### src/rtl/pcie_csr_access_arb.sv
// Round-robin arbiter/sequencer sharing one CSR access port between NUM_REQ requesters.
// Optional read timeout enabled by defining PCIE_CSR_ARB_TIMEOUT_EN.
module pcie_csr_access_arb #(
    parameter int NUM_REQ        = 2,
    parameter int ADDR_WIDTH     = 20,
    parameter int TIMEOUT_CYCLES = 256
) (
    input  logic                          clk,
    input  logic                          reset,
    input  logic [NUM_REQ-1:0]            req_valid,
    output logic [NUM_REQ-1:0]            req_ready,
    input  logic [NUM_REQ-1:0]            req_write,
    input  logic [NUM_REQ-1:0]            req_32b,
    input  logic [NUM_REQ*ADDR_WIDTH-1:0] req_addr,
    input  logic [NUM_REQ*64-1:0]         req_wdata,
    input  logic [NUM_REQ*8-1:0]          req_wstrb,
    output logic [NUM_REQ-1:0]            rsp_valid,
    output logic [63:0]                   rsp_rdata,
    output logic                          rsp_err,
    output logic                          csr_write,
    output logic [ADDR_WIDTH-1:0]         csr_waddr,
    output logic [63:0]                   csr_wdata,
    output logic [7:0]                    csr_wstrb,
    output logic                          csr_read,
    output logic [ADDR_WIDTH-1:0]         csr_raddr,
    output logic                          csr_read_32b,
    input  logic [63:0]                   csr_readdata,
    input  logic                          csr_readdata_valid,
    output logic                          timeout_err
);

    localparam int IW = (NUM_REQ > 1) ? $clog2(NUM_REQ) : 1;

    if (NUM_REQ < 2 || NUM_REQ > 8 || TIMEOUT_CYCLES < 4) begin : g_bad_param
        $error("pcie_csr_access_arb: NUM_REQ must be 2..8 and TIMEOUT_CYCLES >= 4");
    end

    typedef enum logic [1:0] {
        IDLE    = 2'd0,
        ISSUE   = 2'd1,
        WAIT_RD = 2'd2,
        RESP    = 2'd3
    } state_t;

    state_t                state_q, state_d;
    logic [IW-1:0]         last_grant_q, last_grant_d;
    logic [IW-1:0]         owner_q, owner_d;
    logic                  is_wr_q, is_wr_d;
    logic                  csr_write_q, csr_write_d;
    logic                  csr_read_q, csr_read_d;
    logic [ADDR_WIDTH-1:0] csr_waddr_q, csr_waddr_d;
    logic [ADDR_WIDTH-1:0] csr_raddr_q, csr_raddr_d;
    logic [63:0]           csr_wdata_q, csr_wdata_d;
    logic [7:0]            csr_wstrb_q, csr_wstrb_d;
    logic                  csr_read_32b_q, csr_read_32b_d;
    logic [NUM_REQ-1:0]    rsp_valid_q, rsp_valid_d;
    logic [63:0]           rsp_rdata_q, rsp_rdata_d;
`ifdef PCIE_CSR_ARB_TIMEOUT_EN
    localparam int CW = $clog2(TIMEOUT_CYCLES);
    logic [CW-1:0]         tmo_cnt_q, tmo_cnt_d;
    logic                  rsp_err_q, rsp_err_d;
    logic                  timeout_err_q, timeout_err_d;
`endif

    logic          win_found;
    logic [IW-1:0] win_idx;
    logic [IW-1:0] cand;
    logic          accept;

    // Rotating priority: search starts just after the last granted requester.
    always_comb begin
        win_found = 1'b0;
        win_idx   = '0;
        cand      = '0;
        for (int k = 1; k <= NUM_REQ; k++) begin
            cand = IW'((int'(last_grant_q) + k) % NUM_REQ);
            if (!win_found && req_valid[cand]) begin
                win_found = 1'b1;
                win_idx   = cand;
            end
        end
    end

    assign accept    = (state_q == IDLE) && win_found;
    assign req_ready = accept ? (NUM_REQ'(1) << win_idx) : '0;

    always_comb begin
        state_d        = state_q;
        last_grant_d   = last_grant_q;
        owner_d        = owner_q;
        is_wr_d        = is_wr_q;
        csr_write_d    = 1'b0;
        csr_read_d     = 1'b0;
        csr_waddr_d    = csr_waddr_q;
        csr_raddr_d    = csr_raddr_q;
        csr_wdata_d    = csr_wdata_q;
        csr_wstrb_d    = csr_wstrb_q;
        csr_read_32b_d = csr_read_32b_q;
        rsp_valid_d    = '0;
        rsp_rdata_d    = rsp_rdata_q;
`ifdef PCIE_CSR_ARB_TIMEOUT_EN
        tmo_cnt_d      = tmo_cnt_q;
        rsp_err_d      = rsp_err_q;
        timeout_err_d  = timeout_err_q;
`endif
        case (state_q)
            IDLE: begin
                // The CSR strobe is loaded on the accept edge so it appears in ISSUE.
                if (accept) begin
                    state_d        = ISSUE;
                    last_grant_d   = win_idx;
                    owner_d        = win_idx;
                    is_wr_d        = req_write[win_idx];
                    csr_read_32b_d = req_32b[win_idx];
                    if (req_write[win_idx]) begin
                        csr_write_d = 1'b1;
                        csr_waddr_d = req_addr[win_idx*ADDR_WIDTH +: ADDR_WIDTH];
                        csr_wdata_d = req_wdata[win_idx*64 +: 64];
                        csr_wstrb_d = req_wstrb[win_idx*8 +: 8];
                    end else begin
                        csr_read_d  = 1'b1;
                        csr_raddr_d = req_addr[win_idx*ADDR_WIDTH +: ADDR_WIDTH];
                    end
                end
            end
            ISSUE: begin
                if (is_wr_q) begin
                    rsp_valid_d = NUM_REQ'(1) << owner_q;
                    rsp_rdata_d = '0;
`ifdef PCIE_CSR_ARB_TIMEOUT_EN
                    rsp_err_d   = 1'b0;
`endif
                    state_d     = RESP;
                end else begin
`ifdef PCIE_CSR_ARB_TIMEOUT_EN
                    tmo_cnt_d   = '0;
`endif
                    state_d     = WAIT_RD;
                end
            end
            WAIT_RD: begin
                if (csr_readdata_valid) begin
                    rsp_valid_d = NUM_REQ'(1) << owner_q;
                    rsp_rdata_d = csr_readdata;
`ifdef PCIE_CSR_ARB_TIMEOUT_EN
                    rsp_err_d   = 1'b0;
`endif
                    state_d     = RESP;
                end
`ifdef PCIE_CSR_ARB_TIMEOUT_EN
                else if (tmo_cnt_q == CW'(TIMEOUT_CYCLES - 1)) begin
                    rsp_valid_d   = NUM_REQ'(1) << owner_q;
                    rsp_rdata_d   = '1;
                    rsp_err_d     = 1'b1;
                    timeout_err_d = 1'b1;
                    state_d       = RESP;
                end else if (tmo_cnt_q != '1) begin
                    tmo_cnt_d = tmo_cnt_q + 1'b1;
                end
`endif
            end
            RESP: begin
                state_d = IDLE;
            end
            default: begin
                state_d = IDLE;
            end
        endcase
    end

    always_ff @(posedge clk or posedge reset) begin
        if (reset) begin
            state_q        <= IDLE;
            last_grant_q   <= IW'(NUM_REQ - 1);
            owner_q        <= '0;
            is_wr_q        <= 1'b0;
            csr_write_q    <= 1'b0;
            csr_read_q     <= 1'b0;
            csr_waddr_q    <= '0;
            csr_raddr_q    <= '0;
            csr_wdata_q    <= '0;
            csr_wstrb_q    <= '0;
            csr_read_32b_q <= 1'b0;
            rsp_valid_q    <= '0;
            rsp_rdata_q    <= '0;
`ifdef PCIE_CSR_ARB_TIMEOUT_EN
            tmo_cnt_q      <= '0;
            rsp_err_q      <= 1'b0;
            timeout_err_q  <= 1'b0;
`endif
        end else begin
            state_q        <= state_d;
            last_grant_q   <= last_grant_d;
            owner_q        <= owner_d;
            is_wr_q        <= is_wr_d;
            csr_write_q    <= csr_write_d;
            csr_read_q     <= csr_read_d;
            csr_waddr_q    <= csr_waddr_d;
            csr_raddr_q    <= csr_raddr_d;
            csr_wdata_q    <= csr_wdata_d;
            csr_wstrb_q    <= csr_wstrb_d;
            csr_read_32b_q <= csr_read_32b_d;
            rsp_valid_q    <= rsp_valid_d;
            rsp_rdata_q    <= rsp_rdata_d;
`ifdef PCIE_CSR_ARB_TIMEOUT_EN
            tmo_cnt_q      <= tmo_cnt_d;
            rsp_err_q      <= rsp_err_d;
            timeout_err_q  <= timeout_err_d;
`endif
        end
    end

    assign csr_write    = csr_write_q;
    assign csr_waddr    = csr_waddr_q;
    assign csr_wdata    = csr_wdata_q;
    assign csr_wstrb    = csr_wstrb_q;
    assign csr_read     = csr_read_q;
    assign csr_raddr    = csr_raddr_q;
    assign csr_read_32b = csr_read_32b_q;
    assign rsp_valid    = rsp_valid_q;
    assign rsp_rdata    = rsp_rdata_q;
`ifdef PCIE_CSR_ARB_TIMEOUT_EN
    assign rsp_err      = rsp_err_q;
    assign timeout_err  = timeout_err_q;
`else
    assign rsp_err      = 1'b0;
    assign timeout_err  = 1'b0;
`endif

endmodule

### config.mk
export PLATFORM = sky130hd
export DESIGN_NAME = pcie_csr_access_arb
export DESIGN_NICKNAME = d
export VERILOG_FILES = /design/src/rtl/pcie_csr_access_arb.sv
export SDC_FILE = /design/constraint.sdc
export NUM_CORES = 1
export LEC_CHECK = 0
export BUFFER_PORTS_ARGS = -buffer_cell sky130_fd_sc_hd__clkbuf_2
export CORE_MARGIN = 3
export CORE_UTILIZATION = 25
export DETAILED_ROUTE_END_ITERATION = 10
export GPL_TIMING_DRIVEN = 0
export PLACE_DENSITY_LB_ADDON = 0.1
export SKIP_CTS_REPAIR_TIMING = 1
export SLEW_MARGIN = 20
export SYNTH_ARGS = -nofsm -noshare
export SYNTH_HDL_FRONTEND = slang
export SYNTH_SLANG_ARGS = --single-unit
### constraint.sdc
create_clock -name clk -period 10.85 [get_ports clk]
set_input_delay 1.6275 -clock clk [delete_from_list [all_inputs] [get_ports clk]]
set_output_delay 1.6275 -clock clk [all_outputs]
set_load 0.05 [all_outputs]
Word-level counts from Yosys, hierarchy flattened
Index checks and enable logic that the tools add are counted. Widths: inputs -> output; s select.

Bits in registers: 186. Input port bits: 257. Output and inout bits: 185. Word-level logic and storage cells: 70.

Add/sub/neg operators: 2. Multiply operators: 1. Order comparisons: 3. Equality and inequality tests: 6. Shift operators: 5. Muxes and demuxes: 29. Bitwise operators: 1. Reduce and logical (&&, ||, !) cells: 10.

Operators with widths (number): $mux 64 (2); $pmux 64 s2 (1); $shiftx 128x8->64 (1); $shiftx 40x7->20 (1); $mux 1 (19); $shiftx 16x5->8 (1); $mux 2 (5); $reduce_and 3->1 (3); $pmux 2 s4 (1); $lt 1x2->1 const B (3); $ne 2x2->1 const B (3); $eq 2x2->1 const B (2); $mul 1x3->4 const B (1); $pmux 2 s2 (1); $reduce_and 2->1 (2); $shl 1x1->2 const A (2); $add 1x1->1 const B (2); $eq 2x1->1 const B (1); $logic_and 1x1->1 (2); $logic_not 2->1 (1); $reduce_bool 2->1 (1); $logic_not 1->1 (1); $not 1->1 (1).

Depth between registers and ports, before layout
Gate-level depths: netlist (run 1).

Word-level depth: 12. Mapped depth: 8. Mapped depth without buffers: 6.

Least setup slack after synthesis (run 1)
OpenSTA, ideal clock, no wires.

Path type: in2out. Start: in req_valid[1]. End: out req_ready[0]. Arrival time: 2.898 ns. Required time: 9.223 ns. Slack: 6.324 ns. Stages: 5. Path buffers: 3. Path through: a21boi_1 -> buf_2 -> buf_4 -> buf_4 -> nor2_1.

Cells in the longest elaborated chain, start to end: 8. Elaborated cells between the ends (all ways): 13. Those cells by class: shift: 1; mux: 9; reduce/logical: 3.

Ends and longest elaborated chain: from (decl) (RTL line 10) `input logic [NUM_REQ-1:0] req_valid,`; $mux 1 (not written as such) (2 in a row) (RTL line 77) `if (!win_found && req_valid[cand]) begin`; $mux 1 (RTL line 77); $logic_not 1->1 (RTL line 77); $logic_and 1x1->1 (RTL line 77); $mux 1 (RTL line 77); $shl 1x1->2 or $logic_and 1x1->1 (tied branches) (RTL line 85, 84); $mux 2 * (RTL line 85) `assign req_ready = accept ? (NUM_REQ'(1) << win_idx) : '0;`; to (decl) (RTL line 11) `output logic [NUM_REQ-1:0] req_ready,`.

Mark *: on every way between the ends. The rest lies on a longest branch, timed or not. The select of a mux whose other input is x is not followed.

Worst setup path after layout (run 1)
Ends and elaborated chain as after synthesis.

==> flow_summary.yaml, run 1 <==
die:
  boundaryPins: 442
  rows: 64
  die_h_um: 184
  initial_core_util_pct: 25.7
  coreArea_um2: 31000
  die_w_um: 184
  dieArea_um2: 34000
cells_and_area:
  multi_input_area_um2: 2930
  diodes: 0
  drive_above_1_share_pct: 44.1
  layout.nets: 1405
  register_area_um2: 4660
  fillers: 3235
  fin_util_pct: 36.5
  syn_to_final_growth_pct: 42.3
sta:
  finClkSkew_ns: 0.0210
  period_share_pct: 43.0
  whs_ns: 0.449
  final_hold_viol_count: 0
  layout_min_cycle_time_ns: 4.67
  slew_headroom_pct: 40.4
  final.setup.tns_ns: 0
  drv_slew: 0
  worstMarginPinSlew_ns: 0.884
  finalSetupViolations: 0
  fin_ws_ns: 6.18
  fmax_mhz: 214
  rsz0062_at_grt: "false"
power:
  total_power_mw: 4.11
  irDropWorstVdd_mv: 0.147
  power_density_nw_per_um2: 363
  leakage_nw: 5.80
hold_path:
  min_to: "rsp_valid[0]$_DFF_PP0_"
  hold_depth: 1
  hp-class: "flip-flop to flip-flop"
  hold_start: "owner_q$_DFFE_PP0P_"
detailed_routing:
  dr.pass1.iters: 4
  wl_per_cell_um: 19.3
  ant_nets: 0
  finalWirelength_mm: 30.0
  routed_via_density: 4.70
  drc: 0
  initialDrtViolationCount: 274
  num_vias: 7302
clocking:
  clk_path_buf_depth: 2
  cts_buffers: 17
  clock_latency_ns: 0.43
  clkSlewWorstSetupHoldPaths_ns: 0.07
  cts_tree: "built"
  clockRootBuffer: "clkbuf_16"
  cts_sinks: 186
  h-tree-depth: 4
place:
  gp_congestion: 0.739
  hpwl_mm: 22.9
  place_ws_ns: 6.14
  port_buffers: 439
worst_setup_path:
  startpoint: "req_valid[1]"
  cp_max_fo: 10
  cp_data_required_time_ns: 9.22
  ff2ff_path_depth: 5
  start_kind: "input port"
  r2r_end: "csr_read_32b$_DFFE_PP0P_"
  cp-end-kind: "primary output"
  reg2reg_from: "state_q[0]$_DFFE_PP0P_"
  r2r_slack_ns: 8.39
  critical_path_class: "input port to primary output"
  cp_data_arrival_time_ns: 3.04
global_route:
  grt_pass1_wl_mm: 44.4
  grt_max_degree: 92
  grt_overflow: 0
  grt_pass1_vias: 7458
  antenna_found_initial: 0
  grtUsageTotal_pct: 16.9
logic_synthesis:
  syn_area_um2: 7950
  syn_avg_cell_area_um2: 11.7
  ys_top_cells_by_area: "dfrtp_1 58%, mux2i_1 12%, a31oi_1 7.4%"
  ys_seq_area_share_pct: 58.5
  synth_top_cell_area_share_pct: 58.2
  yosysWarnings: 0
  synthDistinctLibCells: 27
  ys_seq_elements: 186
  synthCells: 682
  synth_area_leader_cell: "dfrtp_1"
flow_run:
  max_cap_violations: 0
status:
  status: "complete, no violations"
==> state kept, by name, summed over array words and instances, names as in the netlist <==
register / flops
csr_wdata: 64
rsp_rdata: 64
csr_raddr: 20
csr_waddr: 20
csr_wstrb: 8
rsp_valid: 2
state_q: 2
csr_read: 1
csr_read_32b: 1
csr_write: 1
is_wr_q: 1
last_grant_q: 1
owner_q: 1
==> synthesized netlist by cell type <==
cell,instances
a32oi_1,1
o22a_1,1
buf_2,20
a21boi_1,1
nor2b_1,2
nand2b_1,2
a32o_1,1
a21boi_0,1
and2_1,1
mux2i_1,92
a31oi_1,94
buf_4,11
conb_1,1
o21ai_0,24
clkbuf_1,37
dfrtp_1,185
and3_1,1
nand2_1,28
a22o_1,65
a21oi_1,95
a21o_1,1
o211ai_1,1
dfstp_2,1
nor2_1,4
clkbuf_4,3
inv_1,6
ha_1,3
==> per-layer routing <==
metal	part of all wire, %	routed length, um	vias up	GRT usage [%]
met5	0	0	-	0
met4	0.63	189	0	3.45
met3	8.7	2600	10	5.23
met2	48	14300	306	28.4
met1	43	12900	3502	21.7
li1	-	-	3484	-
==> worst max-delay path, cell delays in order <==
cell	delay (ns)
clkbuf_2	0.14
a21boi_1	0.16
buf_2	0.23
buf_4	0.28
buf_4	0.25
nor2_1	0.07
clkbuf_2	0.27
==> where the power goes <==
group,total (mW),switching [mW],leakage [nW],internal [mW]
Combinational,2.31,1.77,3.25,0.541
Clock,0.632,0.307,0.292,0.325
Sequential,1.17,0.166,2.26,1.00
Total,4.11,2.24,5.80,1.87
==> cell type report <==
type | instances | area share (%)
Timing Repair Buffer | 443 | 20.0
Clock inverter | 12 | 1.08
Multi-Input combinational cell | 420 | 25.9
Buffer | 71 | 3.04
Sequential cell | 186 | 41.1
Inverter | 6 | 0.265
Clock buffer | 20 | 4.12
Tap cell | 396 | 4.38
==> logic make-up (layout without fill, tap and decap cells) <==
family / count (synthesis) / in the layout / synth area share, %
AO/OA/AOI/OAI: 285 / 285 / 22.8
flip-flops: 186 / 186 / 58.5
multiplexers: 92 / 92 / 11.6
buffers and inverters: 77 / 552 / 4.61
AND/OR/NAND/NOR: 38 / 38 / 1.98
adder cells (fa/ha/maj): 3 / 3 / 0.472
other: 1 / 2 / 0.0472
==> cell usage in the layout, fill, tap and decap left out, types with 2 or more instances in the layout <==
cell	n
clkbuf_2	439
dfrtp_1	185
a21oi_1	95
a31oi_1	94
mux2i_1	92
a22o_1	65
clkbuf_1	37
nand2_1	28
o21ai_0	24
buf_2	20
clkbuf_16	17
buf_4	13
inv_1	5
inv_8	5
nor2_1	4
clkinv_4	4
clkbuf_4	3
ha_1	3
clkbuf_8	3
inv_6	3
nand2b_1	2
nor2b_1	2
conb_1	2
buf_16	2
==> stage by stage <==
stage | cells | cell area, um2
after floorplan | 683 | 7960
after global placement | 1518 | 10600
after detailed placement | 1522 | 10700
after CTS | 1554 | 11300
after global routing | 1554 | 11300
final | 1554 | 11300
==> worst max path at each step <==
stage / to / slack, ns / depth (start not counted)
global placement: csr_raddr[6]$_DFFE_PP0P_ / 1.39 / 2
CTS: req_ready[0] / 6.13 / 7
floorplan: csr_raddr[0]$_DFFE_PP0P_ / 4.17 / 1
finish: req_ready[0] / 6.18 / 7
detailed placement: req_ready[0] / 6.14 / 7
global route: req_ready[0] / 5.99 / 6
(Power assumes the default switching activity.)
==> run 2, diff against run 1 <==
==> constraint.sdc (replaced) <==
create_clock -name clk -period 3.9 [get_ports clk]
set_input_delay 0.585 -clock clk [delete_from_list [all_inputs] [get_ports clk]]
set_output_delay 0.585 -clock clk [all_outputs]
set_load 0.05 [all_outputs]
==> run 2 against run 1 <==
Net effect:
- combinational power grew to 2.8 times the previous value
- critical path depth decreased by 1
- sequential share of layout area is essentially flat
- register-to-register slack worse by 6.8 ns
- critical path type is now flip-flop to primary output
==> flow_summary.yaml, run 2 (synthesized netlist as in run 1, its figures left out) <==
place:
  hpwl_mm: 23.2
  gp_congestion: 0.785
  placed_cells: 1526
  port_buffers: 439
sta:
  finalSetupViolations: 0
  worstMarginPinSlew_ns: 0.837
  rsz0062_at_grt: "false"
  layout_min_cycle_time_ns: 3.34
  period_share_pct: 85.5
  final_hold_viol_count: 0
  fmax_mhz: 300
  slew_headroom_pct: 43.6
  whs_ns: 0.121
  drv_slew: 0
  finClkSkew_ns: 0.0114
clocking:
  h-tree-depth: 4
  cts_buffers: 17
  clock_latency_ns: 0.43
  cts_tree: "built"
  cts_sinks: 186
  clkSlewWorstSetupHoldPaths_ns: 0.08
  clk_path_buf_depth: 2
  clockRootBuffer: "clkbuf_16"
power:
  irDropWorstVdd_mv: 0.510
  leakage_nw: 5.79
  power_density_nw_per_um2: 1000
cells_and_area:
  diodes: 0
  syn_to_final_growth_pct: 42.4
  layout_common_cells: "439 x clkbuf_2, 185 x dfrtp_1, 94 x a21oi_1, 94 x a31oi_1, 92 x mux2i_1"
  drive_above_1_share_pct: 44.3
  finalNonFillerCells: 1557
  layout.nets: 1409
  mostFrequentLayoutCell: "clkbuf_2"
detailed_routing:
  wl_per_cell_um: 19.3
  finalWirelength_mm: 30.1
  ant_nets: 0
  routed_via_density: 4.74
  dr.pass1.iters: 4
  initialDrtViolationCount: 310
  drc: 0
  num_vias: 7374
global_route:
  grt_pass1_wl_mm: 44.4
  grt_overflow: 0
  grt_max_degree: 32
  grtUsageTotal_pct: 17.0
  grt_pass1_vias: 7492
  antenna_found_initial: 1
die:
  die_w_um: 184
  die_h_um: 184
  boundaryPins: 442
  rows: 64
  coreArea_um2: 31000
  dieArea_um2: 34000
  initial_core_util_pct: 25.7
worst_setup_path:
  cp_max_fo: 10
  cp-end-kind: "primary output"
  critPathTopFamily: "buffers and inverters"
  cp_data_required_time_ns: 3.31
  critical_path_class: "flip-flop to primary output"
  cp_cell_sequence: "inv_1, ha_1, clkbuf_1, o21ai_0, nor2_1, clkbuf_2"
  max_stage_delay_ns: 0.55
  critical_path_buf_inv_count: 3
  start_kind: "flip-flop"
  cp_data_arrival_time_ns: 2.75
  crit_slowest_cell: "clkbuf_1"
status:
  status: "complete, no violations"
flow_run:
  max_cap_violations: 0
hold_path:
  hp-class: "input port to asynchronous set/reset pin"
[run 2: stage by stage]
step           worst slack [ns]  TNS, ns  utilization, %  cell area [um2]  total power [mW]
5_1_grt                   0.268        0            36.6            11300              12.0
3_5_place_dp              0.859        0            34.8            10800              9.82
4_1_cts                   0.359        0            36.6            11300              11.5
3_3_place_gp             -0.570  -102.62            34.4            10700              9.78
2_1_floorplan             0.923        0               -             7960              7.91
6_report                  0.564        0            36.6            11300              11.3
[run 2: worst paths after layout]
| check | start | to | slack, ns | depth (start not counted) |
|---|---|---|---|---|
| max | state_q[0]$_DFFE_PP0P_ | req_ready[0] | 0.56 | 6 |
| min | reset | rsp_rdata[5]$_DFFE_PP0P_ | 0.12 | 2 |
| max reg2reg | state_q[0]$_DFFE_PP0P_ | csr_read_32b$_DFFE_PP0P_ | 1.63 | 5 |
| min reg2reg | owner_q$_DFFE_PP0P_ | rsp_valid[0]$_DFF_PP0_ | 0.45 | 1 |
| max in group asynchronous | reset | csr_wdata[21]$_DFFE_PP0P_ | 2.81 | 5 |
| min in group clk | csr_readdata[39] | rsp_rdata[39]$_DFFE_PP0P_ | 0.36 | 2 |
[run 2: per-layer routing]
metal  global-route usage [%]  up-vias  part of all wire [%]
met1                     21.3     3558                    42
li1                         -     3488                     -
met2                     28.6      308                    48
met4                     3.51        2                  0.88
met5                        0        -                 0.030
met3                     5.96       18                   9.3
[run 2: report_power, final]
part           internal, mW  switching (mW)  leakage, nW
logic                  1.52            4.92         3.27
registers              2.79           0.465         2.26
clock network         0.841           0.808        0.262
[run 2: cell type report]
cell class	instances	area, um2
multi-input cells	420	2940
fillers	3204	19700
clock buffers	19	443
repair buffers	447	2330
flip-flops and latches	186	4660
inverters	6	26.3
well taps	396	495
plain buffers	71	344
clock inverters	12	93.8
[run 2: worst register-to-register path: stages (launching register included)]
cell and delay (ns):
dfrtp_1 0.42, inv_1 0.09, ha_1 0.22, clkbuf_1 0.55, o21ai_0 0.53, a22o_1 0.35
==> run 3, diff against run 2 <==
--- a/config.mk
+++ b/config.mk
@@ -6,10 +6,10 @@
 export NUM_CORES = 1
 export LEC_CHECK = 0
 export BUFFER_PORTS_ARGS = -buffer_cell sky130_fd_sc_hd__clkbuf_2
-export CORE_MARGIN = 3
+export CORE_MARGIN = 10
 export CORE_UTILIZATION = 25
 export DETAILED_ROUTE_END_ITERATION = 10
-export GPL_TIMING_DRIVEN = 0
+export MAX_ROUTING_LAYER = met4
 export PLACE_DENSITY_LB_ADDON = 0.1
 export SKIP_CTS_REPAIR_TIMING = 1
 export SLEW_MARGIN = 20
==> run 3 against run 2 <==
Net effect:
- critical path depth decreased by 1
- clock skew fell by 0.0016 ns
- sequential share of layout area increased by 0.92 points
- final cell count shrank 3.8%
- die area up 16%
- design area shrank 2.2%
- clock power rose by 6%
- sequential cell count is the same
- first-iteration DRC count decreased by 8.1%
- core utilization decreased by 1.4 points
- hold slack better by 0.21 ns
- sequential power about the same
- critical endpoint is now req_ready[1]
- largest power group unchanged
- highest routed layer is now met4
==> flow_summary.yaml, run 3 (synthesized netlist as in run 1, its figures left out) <==
global_route:
  antenna_found_initial: 2
  grt_max_degree: 186
  grtUsageTotal_pct: 15.5
  grt_pass1_wl_mm: 45.7
  grt_pass1_vias: 7308
  grt_overflow: 0
detailed_routing:
  finalWirelength_mm: 31.0
  initialDrtViolationCount: 285
  drc: 0
  routed_via_density: 4.63
  dr.pass1.iters: 4
  wl_per_cell_um: 20.7
  ant_nets: 0
  num_vias: 6933
sta:
  worstMarginPinSlew_ns: 0.966
  period_share_pct: 77.0
  slew_headroom_pct: 35.6
  final.setup.tns_ns: 0
  finClkSkew_ns: 0.00982
  finalSetupViolations: 0
  rsz0062_at_grt: "false"
  final_hold_viol_count: 0
  drv_slew: 0
  layout_min_cycle_time_ns: 3.00
  fmax_mhz: 333
hold_path:
  hp-class: "input port to asynchronous set/reset pin"
cells_and_area:
  final_cell_area_um2: 11100
  drive_above_1_share_pct: 44.7
  fillers: 3271
  register_area_um2: 4660
  layout_common_cells: "439 x clkbuf_2, 185 x dfrtp_1, 94 x a21oi_1, 94 x a31oi_1, 92 x mux2i_1"
  multi_input_area_um2: 2990
  layout.nets: 1343
  syn_to_final_growth_pct: 39.3
  mostFrequentLayoutCell: "clkbuf_2"
clocking:
  clk_path_buf_depth: 2
  cts_sinks: 186
  clock_latency_ns: 0.42
  cts_tree: "built"
  cts_buffers: 17
  h-tree-depth: 4
  clkSlewWorstSetupHoldPaths_ns: 0.07
  clockRootBuffer: "clkbuf_16"
worst_setup_path:
  reg2reg_from: "state_q[0]$_DFFE_PP0P_"
  r2r_end: "rsp_rdata[20]$_DFFE_PP0P_"
  critical_path_class: "flip-flop to primary output"
  cp_data_required_time_ns: 3.31
  cp_max_fo: 94
  cp-end-kind: "primary output"
  ff2ff_path_depth: 6
  cp_data_arrival_time_ns: 2.42
  r2r_slack_ns: 1.63
  start_kind: "flip-flop"
die:
  boundaryPins: 442
  initial_core_util_pct: 25.3
  dieArea_um2: 39300
  die_w_um: 198
  die_h_um: 198
  coreArea_um2: 31500
  rows: 65
status:
  status: "complete, no violations"
power:
  power_density_nw_per_um2: 1020
  leakage_nw: 5.63
  irDropWorstVdd_mv: 0.391
place:
  gp_congestion: 0.746
  port_buffers: 439
  placed_area_um2: 10500
  hpwl_mm: 23.6
flow_run:
  max_cap_violations: 0
[run 3: worst max-delay path by stage]
stage,to,start
3_3_place_gp,req_ready[1],state_q[0]$_DFFE_PP0P_
6_report,req_ready[1],state_q[0]$_DFFE_PP0P_
3_5_place_dp,req_ready[1],req_valid[0]
2_1_floorplan,csr_raddr[0]$_DFFE_PP0P_,reset
4_1_cts,req_ready[1],state_q[0]$_DFFE_PP0P_
5_1_grt,req_ready[1],state_q[0]$_DFFE_PP0P_
[run 3: critical path, cell delays in order (launching register included)]
cell and delay [ns]:
dfrtp_1 0.43, inv_1 0.14, ha_4 0.17, buf_4 0.67
and2_1 0.27, clkbuf_2 0.30
[run 3: area by class of cell]
| type | count | area share (%) |
|---|---|---|
| multi-input combinational | 420 | 27.0 |
| clock inverter | 13 | 1.30 |
| inverter | 6 | 0.237 |
| timing repair buffer | 452 | 21.1 |
| clock buffer | 17 | 3.84 |
| tap | 402 | 4.54 |
| sequential | 186 | 42.0 |
| antenna | 2 | 0.0452 |
[run 3: per-layer routing]
layer / part of all wire, % / global-route usage [%] / up-vias
li1: - / - / 3359
met1: 44 / 19.3 / 3259
met2: 44 / 23.0 / 304
met3: 11 / 6.54 / 11
met4: 0.81 / 3.16 / 0
met5: 0 / - / -
[run 3: metrics by stage]
step	util (%)	worst slack (ns)	power, mW	hold WS (ns)	cells
3_5_place_dp	33.4	1.32	9.66	0.460	1466
2_1_floorplan	-	0.923	7.91	0.414	683
5_1_grt	35.2	0.700	12.0	0.349	1498
6_report	35.2	0.898	11.3	0.332	1498
4_1_cts	35.2	0.835	11.5	0.345	1496
3_3_place_gp	33.4	1.34	9.65	0.462	1466
[run 3: report_power, final]
group	total, mW	internal, mW	switching (mW)
sequential	3.26	2.79	0.468
clock	1.75	0.948	0.804
combinational	6.28	1.44	4.84
